[src/rtl/alu_pkg.sv]
// Shared types for the ALU issue stage: ALU control codes, op-field values, slot layout.
package alu_pkg;

  localparam int SLOT_DW = 32;
  localparam int SLOT_AW = 5;

  localparam logic [3:0] ALU_NONE   = 4'b0000;
  localparam logic [3:0] ALU_ADD    = 4'b0001;
  localparam logic [3:0] ALU_SUB    = 4'b0010;
  localparam logic [3:0] ALU_AND    = 4'b0011;
  localparam logic [3:0] ALU_OR     = 4'b0100;
  localparam logic [3:0] ALU_XNOR   = 4'b0101;
  localparam logic [3:0] ALU_SHIFTL = 4'b0110;
  localparam logic [3:0] ALU_SHIFTR = 4'b0111;

  localparam logic [2:0] OP_ADD  = 3'd0;
  localparam logic [2:0] OP_SUB  = 3'd1;
  localparam logic [2:0] OP_AND  = 3'd2;
  localparam logic [2:0] OP_OR   = 3'd3;
  localparam logic [2:0] OP_XNOR = 3'd4;
  localparam logic [2:0] OP_SHL  = 3'd5;
  localparam logic [2:0] OP_SHR  = 3'd6;
  localparam logic [2:0] OP_NOP  = 3'd7;

  typedef struct packed {
    logic               valid;
    logic [SLOT_DW-1:0] a;
    logic [SLOT_DW-1:0] b;
    logic [3:0]         aluctrl;
    logic [SLOT_AW-1:0] rd;
    logic [SLOT_AW-1:0] rs;
    logic [SLOT_AW-1:0] rt;
    logic               b_is_imm;
  } slot_t;

  // Register index 0 is hardwired and never bypassed; an immediate B is never replaced.
  function automatic slot_t slot_fwd(input slot_t s, input logic en,
                                     input logic [SLOT_AW-1:0] addr,
                                     input logic [SLOT_DW-1:0] data);
    slot_t r;
    r = s;
    if (en && (addr != {SLOT_AW{1'b0}})) begin
      if (s.rs == addr) begin
        r.a = data;
      end else begin
        r.a = s.a;
      end
      if (!s.b_is_imm && (s.rt == addr)) begin
        r.b = data;
      end else begin
        r.b = s.b;
      end
    end else begin
      r = s;
    end
    return r;
  endfunction

endpackage

[src/rtl/alu_ctrl_decode.sv]
// Combinational translation of the 3-bit op field into the 4-bit ALU control code.
module alu_ctrl_decode
  import alu_pkg::*;
(
  input  logic [2:0] op,
  output logic [3:0] aluctrl
);

  always_comb begin
    aluctrl = ALU_NONE;
    case (op)
      OP_ADD:  aluctrl = ALU_ADD;
      OP_SUB:  aluctrl = ALU_SUB;
      OP_AND:  aluctrl = ALU_AND;
      OP_OR:   aluctrl = ALU_OR;
      OP_XNOR: aluctrl = ALU_XNOR;
      OP_SHL:  aluctrl = ALU_SHIFTL;
      OP_SHR:  aluctrl = ALU_SHIFTR;
      OP_NOP:  aluctrl = ALU_NONE;
      default: aluctrl = ALU_NONE;
    endcase
  end

endmodule

[src/rtl/alu_issue_stage.sv]
// ID/EX issue register with a two-slot skid buffer so in_ready never depends on out_ready.
// Optional writeback bypass is enabled by defining ALU_ISSUE_FWD_EN.
module alu_issue_stage
  import alu_pkg::*;
#(
  parameter int DATA_WIDTH = SLOT_DW,
  parameter int IMM_WIDTH  = 16,
  parameter int REG_AW     = SLOT_AW
) (
  input  logic                  clk,
  input  logic                  rst,
  input  logic                  in_valid,
  output logic                  in_ready,
  input  logic [2:0]            in_op,
  input  logic                  in_use_imm,
  input  logic [REG_AW-1:0]     in_rs,
  input  logic [REG_AW-1:0]     in_rt,
  input  logic [REG_AW-1:0]     in_rd,
  input  logic [DATA_WIDTH-1:0] in_rs_data,
  input  logic [DATA_WIDTH-1:0] in_rt_data,
  input  logic [IMM_WIDTH-1:0]  in_imm,
  input  logic                  flush,
  output logic                  out_valid,
  input  logic                  out_ready,
  output logic [DATA_WIDTH-1:0] out_a,
  output logic [DATA_WIDTH-1:0] out_b,
  output logic [3:0]            out_aluctrl,
  output logic [REG_AW-1:0]     out_rd,
  input  logic                  wb_en,
  input  logic [REG_AW-1:0]     wb_addr,
  input  logic [DATA_WIDTH-1:0] wb_data
);

  slot_t out_q, out_d, skid_q, skid_d, cap_s, out_h_s, skid_h_s;
  logic [3:0]            ctrl_s;
  logic [DATA_WIDTH-1:0] imm_ext_s;
  logic                  accept_s, drain_s;

  alu_ctrl_decode u_dec (.op(in_op), .aluctrl(ctrl_s));

  assign imm_ext_s = {{(DATA_WIDTH-IMM_WIDTH){in_imm[IMM_WIDTH-1]}}, in_imm};
  assign accept_s  = in_valid & ~skid_q.valid;
  assign drain_s   = out_q.valid & out_ready;

  always_comb begin
    cap_s          = '0;
    cap_s.valid    = 1'b1;
    cap_s.a        = SLOT_DW'(in_rs_data);
    cap_s.b        = in_use_imm ? SLOT_DW'(imm_ext_s) : SLOT_DW'(in_rt_data);
    cap_s.aluctrl  = ctrl_s;
    cap_s.rd       = SLOT_AW'(in_rd);
    cap_s.b_is_imm = in_use_imm;
`ifdef ALU_ISSUE_FWD_EN
    cap_s.rs       = SLOT_AW'(in_rs);
    cap_s.rt       = SLOT_AW'(in_rt);
    cap_s          = slot_fwd(cap_s, wb_en, SLOT_AW'(wb_addr), SLOT_DW'(wb_data));
`endif
  end

`ifdef ALU_ISSUE_FWD_EN
  assign out_h_s  = out_q.valid  ? slot_fwd(out_q,  wb_en, SLOT_AW'(wb_addr), SLOT_DW'(wb_data)) : out_q;
  assign skid_h_s = skid_q.valid ? slot_fwd(skid_q, wb_en, SLOT_AW'(wb_addr), SLOT_DW'(wb_data)) : skid_q;
`else
  logic unused_s;
  assign unused_s = ^{wb_en, wb_addr, wb_data, in_rs, in_rt};
  assign out_h_s  = out_q;
  assign skid_h_s = skid_q;
`endif

  // Slot movement: flush beats everything; a drain promotes SKID or refills OUT.
  always_comb begin
    out_d  = out_h_s;
    skid_d = skid_h_s;
    if (flush) begin
      out_d  = '0;
      skid_d = '0;
    end else if (drain_s) begin
      if (skid_q.valid) begin
        out_d  = skid_h_s;
        skid_d = '0;
      end else if (accept_s) begin
        out_d = cap_s;
      end else begin
        out_d.valid = 1'b0;
      end
    end else if (accept_s) begin
      if (out_q.valid) begin
        skid_d = cap_s;
      end else begin
        out_d = cap_s;
      end
    end else begin
      out_d  = out_h_s;
      skid_d = skid_h_s;
    end
  end

  always_ff @(posedge clk or posedge rst) begin
    if (rst) begin
      out_q  <= '0;
      skid_q <= '0;
    end else begin
      out_q  <= out_d;
      skid_q <= skid_d;
    end
  end

  assign in_ready    = ~skid_q.valid;
  assign out_valid   = out_q.valid;
  assign out_a       = out_q.a[DATA_WIDTH-1:0];
  assign out_b       = out_q.b[DATA_WIDTH-1:0];
  assign out_aluctrl = out_q.aluctrl;
  assign out_rd      = out_q.rd[REG_AW-1:0];

endmodule

[config.mk]
export PLATFORM = sky130hd
export DESIGN_NAME = alu_issue_stage
export DESIGN_NICKNAME = d
export VERILOG_FILES = /design/src/rtl/alu_pkg.sv /design/src/rtl/alu_ctrl_decode.sv /design/src/rtl/alu_issue_stage.sv
export SDC_FILE = /design/constraint.sdc
export NUM_CORES = 1
export LEC_CHECK = 0
export BUFFER_PORTS_ARGS = -buffer_cell sky130_fd_sc_hd__buf_2
export CAP_MARGIN = 20
export CORE_MARGIN = 1.5
export CORE_UTILIZATION = 42
export DETAILED_ROUTE_END_ITERATION = 8
export PLACE_DENSITY = 0.68
export SYNTH_ARGS = -nofsm -noshare
export SYNTH_HDL_FRONTEND = slang
export SYNTH_HIERARCHICAL = 1
export SYNTH_SLANG_ARGS = --single-unit
[constraint.sdc]
create_clock -name clk -period 6.4 [get_ports clk]
set_input_delay 1.28 -clock clk [delete_from_list [all_inputs] [get_ports clk]]
set_output_delay 1.28 -clock clk [all_outputs]
set_load 0.005 [all_outputs]
Word-level counts from Yosys, hierarchy flattened
Memories as Yosys holds them, arrays and structs flattened.
Cells that the tools add are included.
{ "totals": {"word_cells": 38, "rom_bits": 24, "memories": 1, "regBits": 159, "in_bits": 142, "output_inout_bits": 75} }
{ "classes": {"n_eq_ne": 2, "n_reduce_logical": 6, "muxes": 13, "bitwise_logic": 3} }
{ "memory_table": {"columns": ["memory", "depth", "width", "read_ports", "rd_clocked_by_memory_dff", "write_ports", "line", "rtl"], "rows": [
  ["(no name shown)", 8, 3, 1, 0, 0, "alu_ctrl_decode.sv:11", "case (op)"]
]} }
{ "ops": {"columns": ["operator", "n"], "rows": [
  ["$mux 85", 8],
  ["$mux 84", 3],
  ["$mux 32", 1],
  ["$reduce_bool 3->1", 3],
  ["$reduce_and 3->1", 2],
  ["$ne 3x2->1 const B", 1],
  ["$ne 3x3->1 const B", 1],
  ["$and 1x1->1", 2],
  ["$reduce_and 2->1", 1],
  ["$mux 1", 1],
  ["$not 1->1", 1]
]} }

Longest topological paths before layout
{ "logic_depth": {"depth_word": 6, "mapped_depth": 7, "mapped_depth_nobuf": 6} }

Cells and area by module
Netlist, hierarchy kept.
{ "modules_own_cells": {"columns": ["mod", "instances", "seq_area_each_um2", "cells_per_inst", "area_per_inst_um2"], "rows": [
  ["alu_issue_stage", 1, 3703.6, 784, 7582.3],
  ["alu_ctrl_decode", 1, 0.0, 12, 91.3]
]} }

Least setup slack after synthesis
Ideal clock, no wire load.
{ "synth_timing": {"path_type": "in2reg", "from": "in in_use_imm", "to": "reg out_q (netlist bit out_b[20])", "stages": 5, "path_buffers": 2, "t_required_ns": 6.264, "slack_ns": 4.102, "arrival_ns": 2.162, "setup_time_ns": 0.136, "path_cell_list": "clkbuf_1 buf_2 mux2_2 nor2_1 o32ai_1"} }
{ "synth_via": {"elab_chain_len": 5, "word_cells_on_any_way": 7, "cone_classes": "mux: 7"} }
{ "synth_lines": {"columns": ["element", "line", "rtl"], "rows": [
  ["start: declaration", "alu_issue_stage.sv:15", "input logic in_use_imm,"],
  ["$mux 32 *", "alu_issue_stage.sv:49", "cap_s.b = in_use_imm ? SLOT_DW'(imm_ext_s) : SLOT_DW'(in_rt_data);"],
  ["$mux 84, on equally long branches", "alu_issue_stage.sv:87, alu_issue_stage.sv:81", null],
  ["$mux 85, on equally long branches", "alu_issue_stage.sv:86, alu_issue_stage.sv:78", null],
  ["$mux 85 *", "alu_issue_stage.sv:77", "end else if (drain_s) begin"],
  ["$mux 85 *", "alu_issue_stage.sv:74", "if (flush) begin"],
  ["end signal: assignment", "alu_issue_stage.sv:103", "out_q <= out_d;"],
  ["end: declaration", "alu_issue_stage.sv:34", "slot_t out_q, out_d, skid_q, skid_d, cap_s, out_h_s, skid_h_s;"]
]} }
Mark *: on every way between the ends. The rest lies on a longest branch, timed or not. The select of a mux whose other input is x is not followed.
A chain may end at the register's enable or synchronous reset.

Worst setup path in the final report
{ "layout_timing": {"from": "in flush", "to": "reg skid_q (netlist bit skid_h_s[18])"} }
{ "layout_via": {"elab_chain_len": 2, "word_cells_on_any_way": 5, "cone_classes": "eq/ne: 1; mux: 1; reduce/logical: 3"} }
{ "layout_lines": {"columns": ["element", "line", "rtl"], "rows": [
  ["start: declaration", "alu_issue_stage.sv:22", "input logic flush,"],
  ["$ne 3x3->1 (no source line) / $reduce_bool 3->1 (equally long branches)", null, null],
  ["$reduce_and 3->1 (no source line)", null, null],
  ["end signal: assignment", "alu_issue_stage.sv:104", "skid_q <= skid_d;"],
  ["end: declaration", "alu_issue_stage.sv:34", null]
]} }
Parallel ways exist; a longest one is shown, timed or not.

==> results.py <==
metrics = {
    "run_status": {
        "status": "complete, no violations",
    },
    "grt": {
        "grt_max_degree": 111,
        "grt.overflow.total": 0,
        "grt_pass1_vias": 6229,
        "grtUsageTotal_pct": 20.9,
        "grt_pass1_wl_um": 32700,
        "antenna_found_initial": 1,
    },
    "synthesis": {
        "synth_cell_type_count": 29,
        "synth.top_cell.area_share_pct": 48.3,
        "ys_seq_elements": 148,
        "yosysTopAreaCell": "dfrtp_1",
        "syn-num-nets": 942,
        "synthesis.area_sq_um": 7670,
        "yosysWarnings": 6,
        "yosysSeqAreaShare_pct": 48.3,
        "syn_area_per_cell_sq_um": 9.64,
        "ys_top_cells_by_area": "dfrtp_1 48%, nand2_1 13%, mux2i_1 9.7%, a311oi_2 7.4%, mux2_2 4.7%",
        "synth_cells": 796,
    },
    "finish": {
        "syn2layout_area_growth_pct": 19.5,
        "final_common_cell": "nand2_1",
        "multi_input_area_sq_um": 3600,
        "final_util_pct": 51.1,
        "final_nets": 1065,
        "seq_area_sq_um": 3700,
        "num-fill-cells": 1680,
        "layout_common_cells": "261 x nand2_1, 168 x buf_2, 148 x dfrtp_1, 74 x mux2i_1, 66 x nor2_1",
        "drive_above_1_share_pct": 31.1,
    },
    "pwr": {
        "total_power_mw": 2.37,
        "p_per_area_nw_per_um2": 259,
        "leakage_nw": 4.79,
        "ir_worst_vdd_mv": 0.175,
    },
    "flow_run": {
        "max_cap_violations": 0,
    },
    "floorplan": {
        "core_area_sq_um": 18000,
        "ioPinCount": 217,
        "rows": 49,
        "die_height_um": 138,
        "die_w_um": 138,
        "start_util_pct": 42.7,
        "die_area_sq_um": 19100,
    },
    "place": {
        "dpl.hpwl_um": 10900,
        "place_ws_ps": 2870,
        "routabilityCongestion": 0.718,
        "io_buffers": 168,
    },
    "critical_path": {
        "arrival_ps": 3420,
        "worstSetupPathType": "primary input to flip-flop",
        "start_kind": "primary input",
        "crit_path_end_kind": "flip-flop",
        "cp.required_ps": 6740,
        "path_max_fanout": 45,
    },
    "clock_network": {
        "root_buffer": "clkbuf_16",
        "cts-hold-fix-buffers": 0,
        "cts_buffers": 17,
        "cts_max_level": 4,
        "clock_path_buffers": 2,
        "clkSlewWorstSetupHoldPaths_ps": 60,
        "cts_sinks": 148,
        "post_cts_buffers": 0,
        "insertion_delay_ps": 430,
        "ctsResizeCount": 0,
        "cts_tree": "done",
    },
    "sta": {
        "setup_viol": 0,
        "holdWs_ps": 525,
        "layout_setup_ws_ps": 3320,
        "hold_viol_final": 0,
        "slew_violations": 0,
        "max_freq_ghz": 0.325,
        "fin_crit_sh_pct": 48.1,
        "slew_headroom_pct": 35.0,
        "tightest_slew_ps": 975,
        "finalClockSkew_ps": 10.6,
        "fin_crit_ps": 3080,
        "rsz0062_at_grt": "no",
        "fin_setup_tns_ps": 0,
    },
    "detailed_routing": {
        "route.detailed.drc": 0,
        "via_per_inst": 5.32,
        "via_count": 6190,
        "ant_nets": 0,
        "first_pass_iters": 5,
        "routed_wl_um": 19500,
        "wire_per_inst_um": 16.7,
        "drt_iter0_drc": 320,
    },
    "hold_path": {
        "hold_class": "flip-flop to flip-flop",
    },
}
==> cell families (layout without fill, tap and decap cells) <==
logic type | after synthesis | in the layout | synth area share (%)
AOI/OAI and AO/OA | 120 | 120 | 14.5
adders and majority gates | 4 | 4 | 0.652
buffers and inverters | 81 | 217 | 5.30
DFF | 148 | 148 | 48.3
muxes | 107 | 107 | 14.5
other | 1 | 3 | 0.0489
and+or+nand+nor | 335 | 335 | 16.7
==> Yosys cell counts <==
master / n
a21oi_1: 45
a311oi_1: 3
a311oi_2: 38
and2_0: 1
and2_1: 1
and3_1: 1
buf_1: 7
buf_2: 21
buf_4: 8
buf_6: 6
clkbuf_1: 32
clkbuf_2: 1
clkinv_1: 1
conb_1: 1
dfrtp_1: 148
ha_1: 4
inv_1: 5
mux2_2: 32
mux2_4: 1
mux2i_1: 74
nand2_1: 261
nand2b_1: 1
nand3_1: 1
nand3_2: 1
nor2_1: 66
nor2b_1: 1
nor3b_1: 1
o21ai_0: 2
o32ai_1: 32
==> worst max-delay path, stage by stage <==
cell and delay, ps:
buf_2 120, buf_4 340, a21oi_4 780, buf_4 570
nand2_1 110, mux2i_1 140
==> state kept, by name (all words and copies together) (netlist names) <==
name / cells
out_a: 32
out_valid: 1
out_aluctrl: 4
skid_h_s: 74
out_b: 32
out_rd: 5
==> per-stage QoR <==
stage / instances / area, sq um
2_1_floorplan: 796 / 7670
3_3_place_gp: 1127 / 8530
3_5_place_dp: 1127 / 8530
4_1_cts: 1159 / 9120
5_1_grt: 1161 / 9170
6_report: 1163 / 9170
==> layer usage <==
metal / vias to the layer above / share of wire (%) / GRT usage (%) / routed length [um]
li1: 2963 / - / - / -
met1: 3029 / 48 / 29.8 / 9260
met2: 185 / 46 / 32.0 / 9000
met3: 13 / 5.4 / 5.30 / 1050
met4: 0 / 0.74 / 5.32 / 143
met5: - / 0 / 0 / 0
==> final timing paths <==
check	startpoint	to	slack [ps]	depth (start not counted)
hold reg to reg	skid_h_s[71]$_DFFE_PP0P_	skid_h_s[71]$_DFFE_PP0P_	520	2
max in group asynchronous	rst	out_aluctrl[0]$_DFFE_PP0P_	4710	3
hold / removal	skid_h_s[71]$_DFFE_PP0P_	skid_h_s[71]$_DFFE_PP0P_	520	2
min in group asynchronous	rst	out_b[27]$_DFFE_PP0P_	840	2
setup / recovery	flush	skid_h_s[18]$_DFFE_PP0P_	3320	6
setup reg to reg	skid_h_s[84]$_DFFE_PP0P_	skid_h_s[27]$_DFFE_PP0P_	3910	5
==> layout make-up <==
class | instances | share of cell area [%]
multi-input cells | 567 | 39.2
clock inverters | 14 | 1.66
well taps | 229 | 3.12
diodes | 2 | 0.0546
repair buffers | 179 | 10.4
clock buffers | 18 | 4.79
flip-flops and latches | 148 | 40.4
inverters | 6 | 0.314
==> where the power goes <==
part | internal, mW | total (mW) | switching (mW)
Combinational | 0.143 | 0.341 | 0.198
Sequential | 0.989 | 1.02 | 0.0315
Clock | 0.589 | 1.01 | 0.422
No activity file was read; power rests on OpenSTA's default activity.
